$ cat src/rtl/compare_event_tracker_if.sv
// Comparator flag bundle feeding compare_event_tracker.
// One valid strobe qualifies the eq/gt/lt flags.
interface compare_event_tracker_if;
   logic in_valid;
   logic eq;
   logic gt;
   logic lt;

   modport master (output in_valid, eq, gt, lt);
   modport slave  (input  in_valid, eq, gt, lt);
endinterface

$ cat src/rtl/compare_event_tracker.sv
// Counts comparator results, tracks runs of identical results and
// raises an alarm on long gt/lt runs; non-one-hot flags are errors.
module compare_event_tracker #(
   parameter int CNT_W     = 8,
   parameter int STREAK_TH = 4
) (
   input  logic                    clk,
   input  logic                    rst,
   input  logic                    clear,
   compare_event_tracker_if.slave  smp,
   output logic [CNT_W-1:0]        eq_cnt,
   output logic [CNT_W-1:0]        gt_cnt,
   output logic [CNT_W-1:0]        lt_cnt,
   output logic [CNT_W-1:0]        err_cnt,
   output logic [3:0]              streak_len,
   output logic [1:0]              state,
   output logic                    alarm,
   output logic                    alarm_pulse,
   output logic                    err
);

   typedef enum logic [1:0] {
      IDLE   = 2'd0,
      RUN_EQ = 2'd1,
      RUN_GT = 2'd2,
      RUN_LT = 2'd3
   } state_t;

   localparam logic [CNT_W-1:0] CNT_MAX = '1;
   localparam logic [3:0]       TH      = 4'(STREAK_TH);

   state_t            st_q, st_d;
   state_t            kind;
   logic [CNT_W-1:0]  eq_q, eq_d;
   logic [CNT_W-1:0]  gt_q, gt_d;
   logic [CNT_W-1:0]  lt_q, lt_d;
   logic [CNT_W-1:0]  ec_q, ec_d;
   logic [3:0]        sl_q, sl_d;
   logic              al_q, al_d;
   logic              pu_q, pu_d;
   logic              er_q, er_d;
   logic              legal;

   function automatic logic [CNT_W-1:0] sat_inc(
      input logic [CNT_W-1:0] v
   );
      return (v == CNT_MAX) ? v : v + CNT_W'(1);
   endfunction

   // xor is high for one or three set flags; drop the all-set case
   assign legal = (smp.eq ^ smp.gt ^ smp.lt) &
                  ~(smp.eq & smp.gt & smp.lt);

   always_ff @(posedge clk) begin
      if (rst || clear) begin
         st_q <= IDLE;
         eq_q <= '0;
         gt_q <= '0;
         lt_q <= '0;
         ec_q <= '0;
         sl_q <= '0;
         al_q <= 1'b0;
         pu_q <= 1'b0;
         er_q <= 1'b0;
      end else begin
         st_q <= st_d;
         eq_q <= eq_d;
         gt_q <= gt_d;
         lt_q <= lt_d;
         ec_q <= ec_d;
         sl_q <= sl_d;
         al_q <= al_d;
         pu_q <= pu_d;
         er_q <= er_d;
      end
   end

   always_comb begin
      st_d = st_q;
      eq_d = eq_q;
      gt_d = gt_q;
      lt_d = lt_q;
      ec_d = ec_q;
      sl_d = sl_q;
      er_d = er_q;
      kind = IDLE;
      if (smp.in_valid) begin
         if (legal) begin
            unique case (1'b1)
               smp.eq: begin
                  kind = RUN_EQ;
                  eq_d = sat_inc(eq_q);
               end
               smp.gt: begin
                  kind = RUN_GT;
                  gt_d = sat_inc(gt_q);
               end
               smp.lt: begin
                  kind = RUN_LT;
                  lt_d = sat_inc(lt_q);
               end
               default: kind = IDLE;
            endcase
            if (st_q == kind) begin
               sl_d = (sl_q == 4'hF) ? sl_q : sl_q + 4'd1;
            end else begin
               st_d = kind;
               sl_d = 4'd1;
            end
         end else begin
            ec_d = sat_inc(ec_q);
            er_d = 1'b1;
         end
      end
      // idle and illegal cycles leave st/sl alone, so alarm holds
      al_d = ((st_d == RUN_GT) || (st_d == RUN_LT)) &&
             (sl_d >= TH);
      pu_d = al_d & ~al_q;
   end

   assign eq_cnt      = eq_q;
   assign gt_cnt      = gt_q;
   assign lt_cnt      = lt_q;
   assign err_cnt     = ec_q;
   assign streak_len  = sl_q;
   assign state       = st_q;
   assign alarm       = al_q;
   assign alarm_pulse = pu_q;
   assign err         = er_q;

endmodule
$ cat src/flat_wrapper.sv
// flat-port wrapper written by rule: the top's interface ports become plain ports
module compare_event_tracker_flat 
#(
   parameter int CNT_W     = 8,
   parameter int STREAK_TH = 4
)
  (clk, rst, clear, eq_cnt, gt_cnt, lt_cnt, err_cnt, streak_len, state, alarm, alarm_pulse, err, smp_in_valid, smp_eq, smp_gt, smp_lt);
  compare_event_tracker_if smp_i ();
  input  logic clk;
  input  logic rst;
  input  logic clear;
  output logic [CNT_W-1:0] eq_cnt;
  output logic [CNT_W-1:0] gt_cnt;
  output logic [CNT_W-1:0] lt_cnt;
  output logic [CNT_W-1:0] err_cnt;
  output logic [3:0] streak_len;
  output logic [1:0] state;
  output logic alarm;
  output logic alarm_pulse;
  output logic err;
  input wire logic [$bits(smp_i.in_valid)-1:0] smp_in_valid;
  input wire logic [$bits(smp_i.eq)-1:0] smp_eq;
  input wire logic [$bits(smp_i.gt)-1:0] smp_gt;
  input wire logic [$bits(smp_i.lt)-1:0] smp_lt;
  assign smp_i.in_valid = smp_in_valid;
  assign smp_i.eq = smp_eq;
  assign smp_i.gt = smp_gt;
  assign smp_i.lt = smp_lt;
  compare_event_tracker #(.CNT_W(CNT_W), .STREAK_TH(STREAK_TH)) u_core (.clk(clk), .rst(rst), .clear(clear), .smp(smp_i), .eq_cnt(eq_cnt), .gt_cnt(gt_cnt), .lt_cnt(lt_cnt), .err_cnt(err_cnt), .streak_len(streak_len), .state(state), .alarm(alarm), .alarm_pulse(alarm_pulse), .err(err));
endmodule
$ cat config.mk
export PLATFORM = sky130hd
export DESIGN_NAME = compare_event_tracker_flat
export DESIGN_NICKNAME = d
export VERILOG_FILES = /design/src/rtl/compare_event_tracker_if.sv /design/src/rtl/compare_event_tracker.sv /design/src/flat_wrapper.sv
export SDC_FILE = /design/constraint.sdc
export NUM_CORES = 1
export LEC_CHECK = 0
export CELL_PAD_IN_SITES_DETAIL_PLACEMENT = 1
export CELL_PAD_IN_SITES_GLOBAL_PLACEMENT = 1
export CORE_MARGIN = 2
export CORE_UTILIZATION = 37
export DETAILED_ROUTE_END_ITERATION = 7
export PLACE_DENSITY_LB_ADDON = 0.1
export REMOVE_ABC_BUFFERS = 1
export SETUP_SLACK_MARGIN = 0.05
export SYNTH_ARGS = -nofsm -noshare
export SYNTH_HDL_FRONTEND = slang
export SYNTH_SLANG_ARGS = --single-unit
$ cat constraint.sdc
create_clock -name clk -period 2.4 [get_ports clk]
set_clock_uncertainty 0.05 [all_clocks]
set_input_delay 0.72 -clock clk [delete_from_list [all_inputs] [get_ports clk]]
set_output_delay 0.72 -clock clk [all_outputs]
set_load 0.03 [all_outputs]
## Yosys cells after proc, flatten, opt, wreduce, memory -nomap -nowiden

Cells that the tools add are included.

| operators by class | value |
|---|---|
| add/subtract/negate cells | 5 |
| $lt $le $gt $ge | 1 |
| eq/ne operators | 8 |
| mux-type cells | 10 |
| bitwise gates (word level) | 13 |
| reduce and logical (&&, ||, !) cells | 8 |

Operators by type and width:

| cell | count |
|---|---|
| 8-bit by 1-bit adder with 8-bit output, second input constant | 4 |
| 8-bit equality test, second input constant | 4 |
| 4-bit two-way mux | 4 |
| 4-bit AND reduction | 3 |
| 2-bit two-way mux | 5 |
| 1-bit NOT | 7 |
| 2-bit one-hot mux with 3 select lines | 1 |
| 4-bit by 1-bit adder with 4-bit output, second input constant | 1 |
| 1-bit bitwise AND | 4 |
| 2-bit equality test, second input constant | 2 |
| 4-bit equality test, second input constant | 1 |
| 4-bit by 3-bit >= comparator with 1-bit output, second input constant | 1 |
| 3-bit AND reduction | 1 |
| 2-bit equality test | 1 |
| 1-bit logical OR | 2 |
| 2-bit AND reduction | 1 |
| 1-bit XOR | 2 |
| 1-bit logical AND | 1 |

| storage, ports and cells | value |
|---|---|
| register bits | 41 |
| output and inout bits | 41 |

## Longest topological paths before layout

| logic depth | value |
|---|---|
| depth after elaboration | 14 |
| mapped depth | 6 |
| mapped depth without buffers | 5 |

## Least setup slack after synthesis

OpenSTA, ideal clock, no wires.

| timing path | value |
|---|---|
| path kind | in2reg |
| from | input smp_gt |
| to | register u_core.lt_q[6], in the netlist u_core.lt_cnt[6] |
| arrival time | 2.136 ns |
| data required time | 2.280 ns |
| path slack | 0.143 ns |
| stages | 6 |
| buffers on the path | 1 |
| path through | ha_1 and4bb_2 o21ai_1 buf_2 or4_1 a21oi_1 |

| on the way | value |
|---|---|
| longest elaborated chain between the ends | 5 |
| elaborated cells between the ends (all ways) | 7 |
| classes of those cells | bitwise (6); reduce/logical (1) |

RTL lines:

| item | line | source |
|---|---|---|
| start: declaration | flat_wrapper.sv:23 | `input wire logic [$bits(smp_i.gt)-1:0] smp_gt;` |
| 1-bit bitwise AND (2 in a row) | compare_event_tracker.sv:52 | `~(smp.eq & smp.gt & smp.lt);` |
| 1-bit NOT | compare_event_tracker.sv:52 |  |
| 1-bit bitwise AND (*) | compare_event_tracker.sv:51 | `assign legal = (smp.eq ^ smp.gt ^ smp.lt) &` |
| 4-bit AND reduction (no source line) (*) | -- |  |
| end signal: assignment | compare_event_tracker.sv:69 | `lt_q <= lt_d;` |
| end: declaration | compare_event_tracker.sv:36 | `logic [CNT_W-1:0] lt_q, lt_d;` |

Every way passes the cells marked *; elsewhere a longest branch is shown, timed or not.
A chain may end at the register's enable or synchronous reset.

## Worst setup path in the final report

| timing path | value |
|---|---|
| from | input smp_gt |
| to | register u_core.gt_q[0], in the netlist u_core.gt_cnt[0] |

| on the way | value |
|---|---|
| longest elaborated chain between the ends | 5 |
| elaborated cells between the ends (all ways) | 7 |
| classes of those cells | bitwise (6); reduce/logical (1) |

RTL lines:

| item | line | source |
|---|---|---|
| 1-bit bitwise AND (2 in a row) | compare_event_tracker.sv:52 |  |
| 1-bit NOT | compare_event_tracker.sv:52 |  |
| 1-bit bitwise AND | compare_event_tracker.sv:51 |  |
| 4-bit AND reduction (no source line) (*) | -- |  |
| end signal: assignment | compare_event_tracker.sv:68 | `gt_q <= gt_d;` |
| end: declaration | compare_event_tracker.sv:35 | `logic [CNT_W-1:0] gt_q, gt_d;` |

Marks and branches as above.

==> flow_summary.json <==
{
  "yosys_most_used_dff": "dfxtp_1",
  "outcome": "completed",
  "dp.cells": 388,
  "fin_area_um2": 3020,
  "grt_max_degree": 20,
  "global_route_wire_length_before_repair_um": 10200,
  "startpoint_type": "input port",
  "max_clock_freq_mhz": 444,
  "post_synth_num_cell_types": 53,
  "unrepaired_setup_endpoints_after_global_routing": "false",
  "worstPathMaxFanout": 8,
  "timing.hold.ws_ns": 0.437,
  "cp_num_buf_inv": 2,
  "leakage_uw": 0.000947,
  "clkSlewWorstSetupHoldPaths_ns": 0.08,
  "grt_pass1_vias": 2243,
  "drive_above_1_share": 0.140,
  "drt_wl_total_um": 6090,
  "area_delta_synth_final_pct": 36.3,
  "post_cts_setup_repair_bufs": 0,
  "cts_inserted_buffers": 5,
  "grt_antenna_before_repair": 0,
  "hold_path_class": "reg -> reg",
  "worst_pin_slew_ns": 0.336,
  "routability_driven_placement_congestion_ratio": 0.753,
  "post_route_ant_nets": 0,
  "cp_cell_sequence": "dlygate4sd2_1, ha_4, nor3b_4, o211ai_4, buf_4, or3_1, a21oi_1",
  "finalHoldViolations": 0,
  "timing.critical_path.slowest_cell_delay_ns": 0.34,
  "fin_crit_share": 0.939,
  "finalNonFillerCells": 396,
  "dp_hpwl_um": 4530,
  "crit_required_ns": 2.57,
  "syn_inst": 256,
  "drtPass1Iterations": 4,
  "seqCellArea_um2": 821,
  "design.die.area_um2": 6620,
  "final_net_count": 333,
  "via_count_of_the_routed_design": 2281,
  "syn-mean-instance-area_um2": 8.66,
  "fin_setup_tns_ns": 0,
  "die-width_um": 81.4,
  "fin_crit_ns": 2.25,
  "finalPower_uw": 1310,
  "port_buffers": 47,
  "synthesis.area_um2": 2220,
  "clock_sinks": 41,
  "drv.max_cap_violation_count": 0,
  "synth_edf_count": 0,
  "drt-wirelength-per-cell_um": 15.4,
  "synth.yosys.seq_area_share": 0.370,
  "placement.cell_area_um2": 2890,
  "h-tree-depth": 2,
  "critPathSlowestCell": "or3_1",
  "async_flop_share": 0,
  "clk_latency_ns": 0.29,
  "ioPinCount": 48,
  "floorplan.core_area_um2": 5850,
  "fillerInstances": 683,
  "number_of_vias_per_cell": 5.76,
  "power.ir.vdd_worst_uv": 240,
  "worstSetupEndpointType": "flip-flop",
  "post-route-drc-count": 0,
  "pwr_density_cell_nw_per_um2": 435,
  "worst_rel_slew_slack": 0.774,
  "master_cell_of_the_clock_root_buffer": "clkbuf_8",
  "antenna_cells": 0,
  "worst-endpoint-arrival_ns": 2.42,
  "tritoncts": "done",
  "overall_fraction_of_global_route_tracks_in_use": 0.196,
  "global_route.overflow_total": 0,
  "ys_ff_latch": 41,
  "drt_first_iter_violations": 52,
  "final-setup-viol-count": 0,
  "core.rowCount": 28,
  "initial_cell_density_of_the_core": 0.379,
  "crit_type": "in -> reg",
  "synth.yosys.warnings": 0,
  "multiInputGateArea_um2": 1340,
  "floorplan.die.height_um": 81.4,
  "hold_buffers": 0,
  "crit_family": "simple AND/OR/NAND/NOR gates",
  "finalMaxSlewViolations": 0,
  "cts_buffer_depth": 2
}
==> worst paths after layout <==
check | start | end | slack [ns] | depth (start not counted)
min | u_core.err$_SDFFE_PP0P_ | u_core.err$_SDFFE_PP0P_ | 0.44 | 2
min reg2reg | u_core.err$_SDFFE_PP0P_ | u_core.err$_SDFFE_PP0P_ | 0.44 | 2
max reg2reg | u_core.eq_cnt[0]$_SDFFE_PP0P_ | u_core.eq_cnt[3]$_SDFFE_PP0P_ | 0.66 | 4
max | smp_gt | u_core.gt_cnt[0]$_SDFFE_PP0P_ | 0.15 | 7
==> layout make-up <==
class | count | share of cell area
clock buffers | 8 | 0.0265
inverters | 8 | 0.00994
well taps | 75 | 0.0311
flip-flops and latches | 41 | 0.272
multi-input cells | 193 | 0.442
repair buffers | 71 | 0.218
==> placed cells by master, fill, tap and decap left out, drive strengths merged, types with 11 or more instances in the layout <==
master / instances
a21oi: 23
or4: 13
buf: 24
dfxtp: 41
o31ai: 11
nand3: 16
o21ai: 17
clkdlybuf4s50: 44
nand2: 16
nor2: 12
==> per-stage QoR <==
stage / setup WS [ns] / util
global route: 0.0757 / 0.516
global placement: -0.416 / 0.494
floorplan: 0.0861 / -
detailed placement: -0.475 / 0.494
finish: 0.147 / 0.516
CTS: 0.142 / 0.516
==> cell usage after synthesis, drive strengths merged, types with 2 or more instances <==
cell type | n | area share
mux2i | 3 | 0.014
o31ai | 11 | 0.037
o2111ai | 2 | 0.0079
inv | 8 | 0.014
and4 | 2 | 0.0079
a31oi | 3 | 0.0085
nor4 | 2 | 0.0056
or2 | 2 | 0.0057
nor2 | 12 | 0.020
a211oi | 10 | 0.040
nand3b | 2 | 0.0068
dfxtp | 41 | 0.37
o21a | 3 | 0.010
nor3 | 3 | 0.0068
a21oi | 23 | 0.052
ha | 6 | 0.034
o21ai | 17 | 0.038
xnor2 | 2 | 0.0079
nand2 | 16 | 0.027
buf | 8 | 0.026
o211ai | 4 | 0.018
or3 | 9 | 0.028
nor3b | 2 | 0.0090
clkbuf | 6 | 0.010
and3 | 6 | 0.017
or4 | 13 | 0.044
nand4 | 5 | 0.014
o41ai | 4 | 0.016
nand3 | 16 | 0.038
==> registers in the layout, summed over array words and instances (netlist names), named ones only <==
| signal | cells |
|---|---|
| u_core.eq_cnt | 8 |
| u_core.err_cnt | 8 |
| u_core.gt_cnt | 8 |
| u_core.lt_cnt | 8 |
| u_core.state | 2 |
| u_core.streak_len | 2 |
| u_core.alarm | 1 |
| u_core.alarm_pulse | 1 |
| u_core.err | 1 |
==> worst reg2reg max path: cells and delay by family (launching register included) <==
| family | cells | cell delay, ns |
|---|---|---|
| flip-flops | 1 | 0.36 |
| adder cells (fa/ha/maj) | 1 | 0.29 |
| AO/OA/AOI/OAI | 1 | 0.14 |
| AND/OR/NAND/NOR | 2 | 0.85 |
==> per-layer routing <==
layer	global-route usage	wire length, µm	up-vias
met3	0.0311	162	5
met4	0.0458	52	0
met5	0	0	-
met1	0.237	2730	1123
li1	-	-	1123
met2	0.360	3150	30
==> report_power, final <==
part           total [µW]  switching, µW  internal, µW  leakage [µW]
sequential            691           6.52           685      0.000331
combinational         177           94.6          82.2      0.000577
clock                 445            238           207     0.0000395
total                1310            339           974      0.000947
==> cell families (layout without fill, tap and decap cells) <==
logic type | count (synthesis) | in the layout | share of synthesized area
DFF | 41 | 41 | 0.370
AOI/OAI and AO/OA | 85 | 85 | 0.264
buffers and inverters | 22 | 87 | 0.0497
adders and majority gates | 6 | 6 | 0.0339
xor gates and xnor gates | 2 | 2 | 0.00791
muxes | 3 | 3 | 0.0136
and+or+nand+nor | 97 | 97 | 0.261
==> what timing repair did <==
action,in CTS,in global routing
resized for setup,9,1
pin swaps,2,1
gates cloned,0,0
setup endpoints to repair,36,1
No activity file was read; power rests on OpenSTA's default activity.
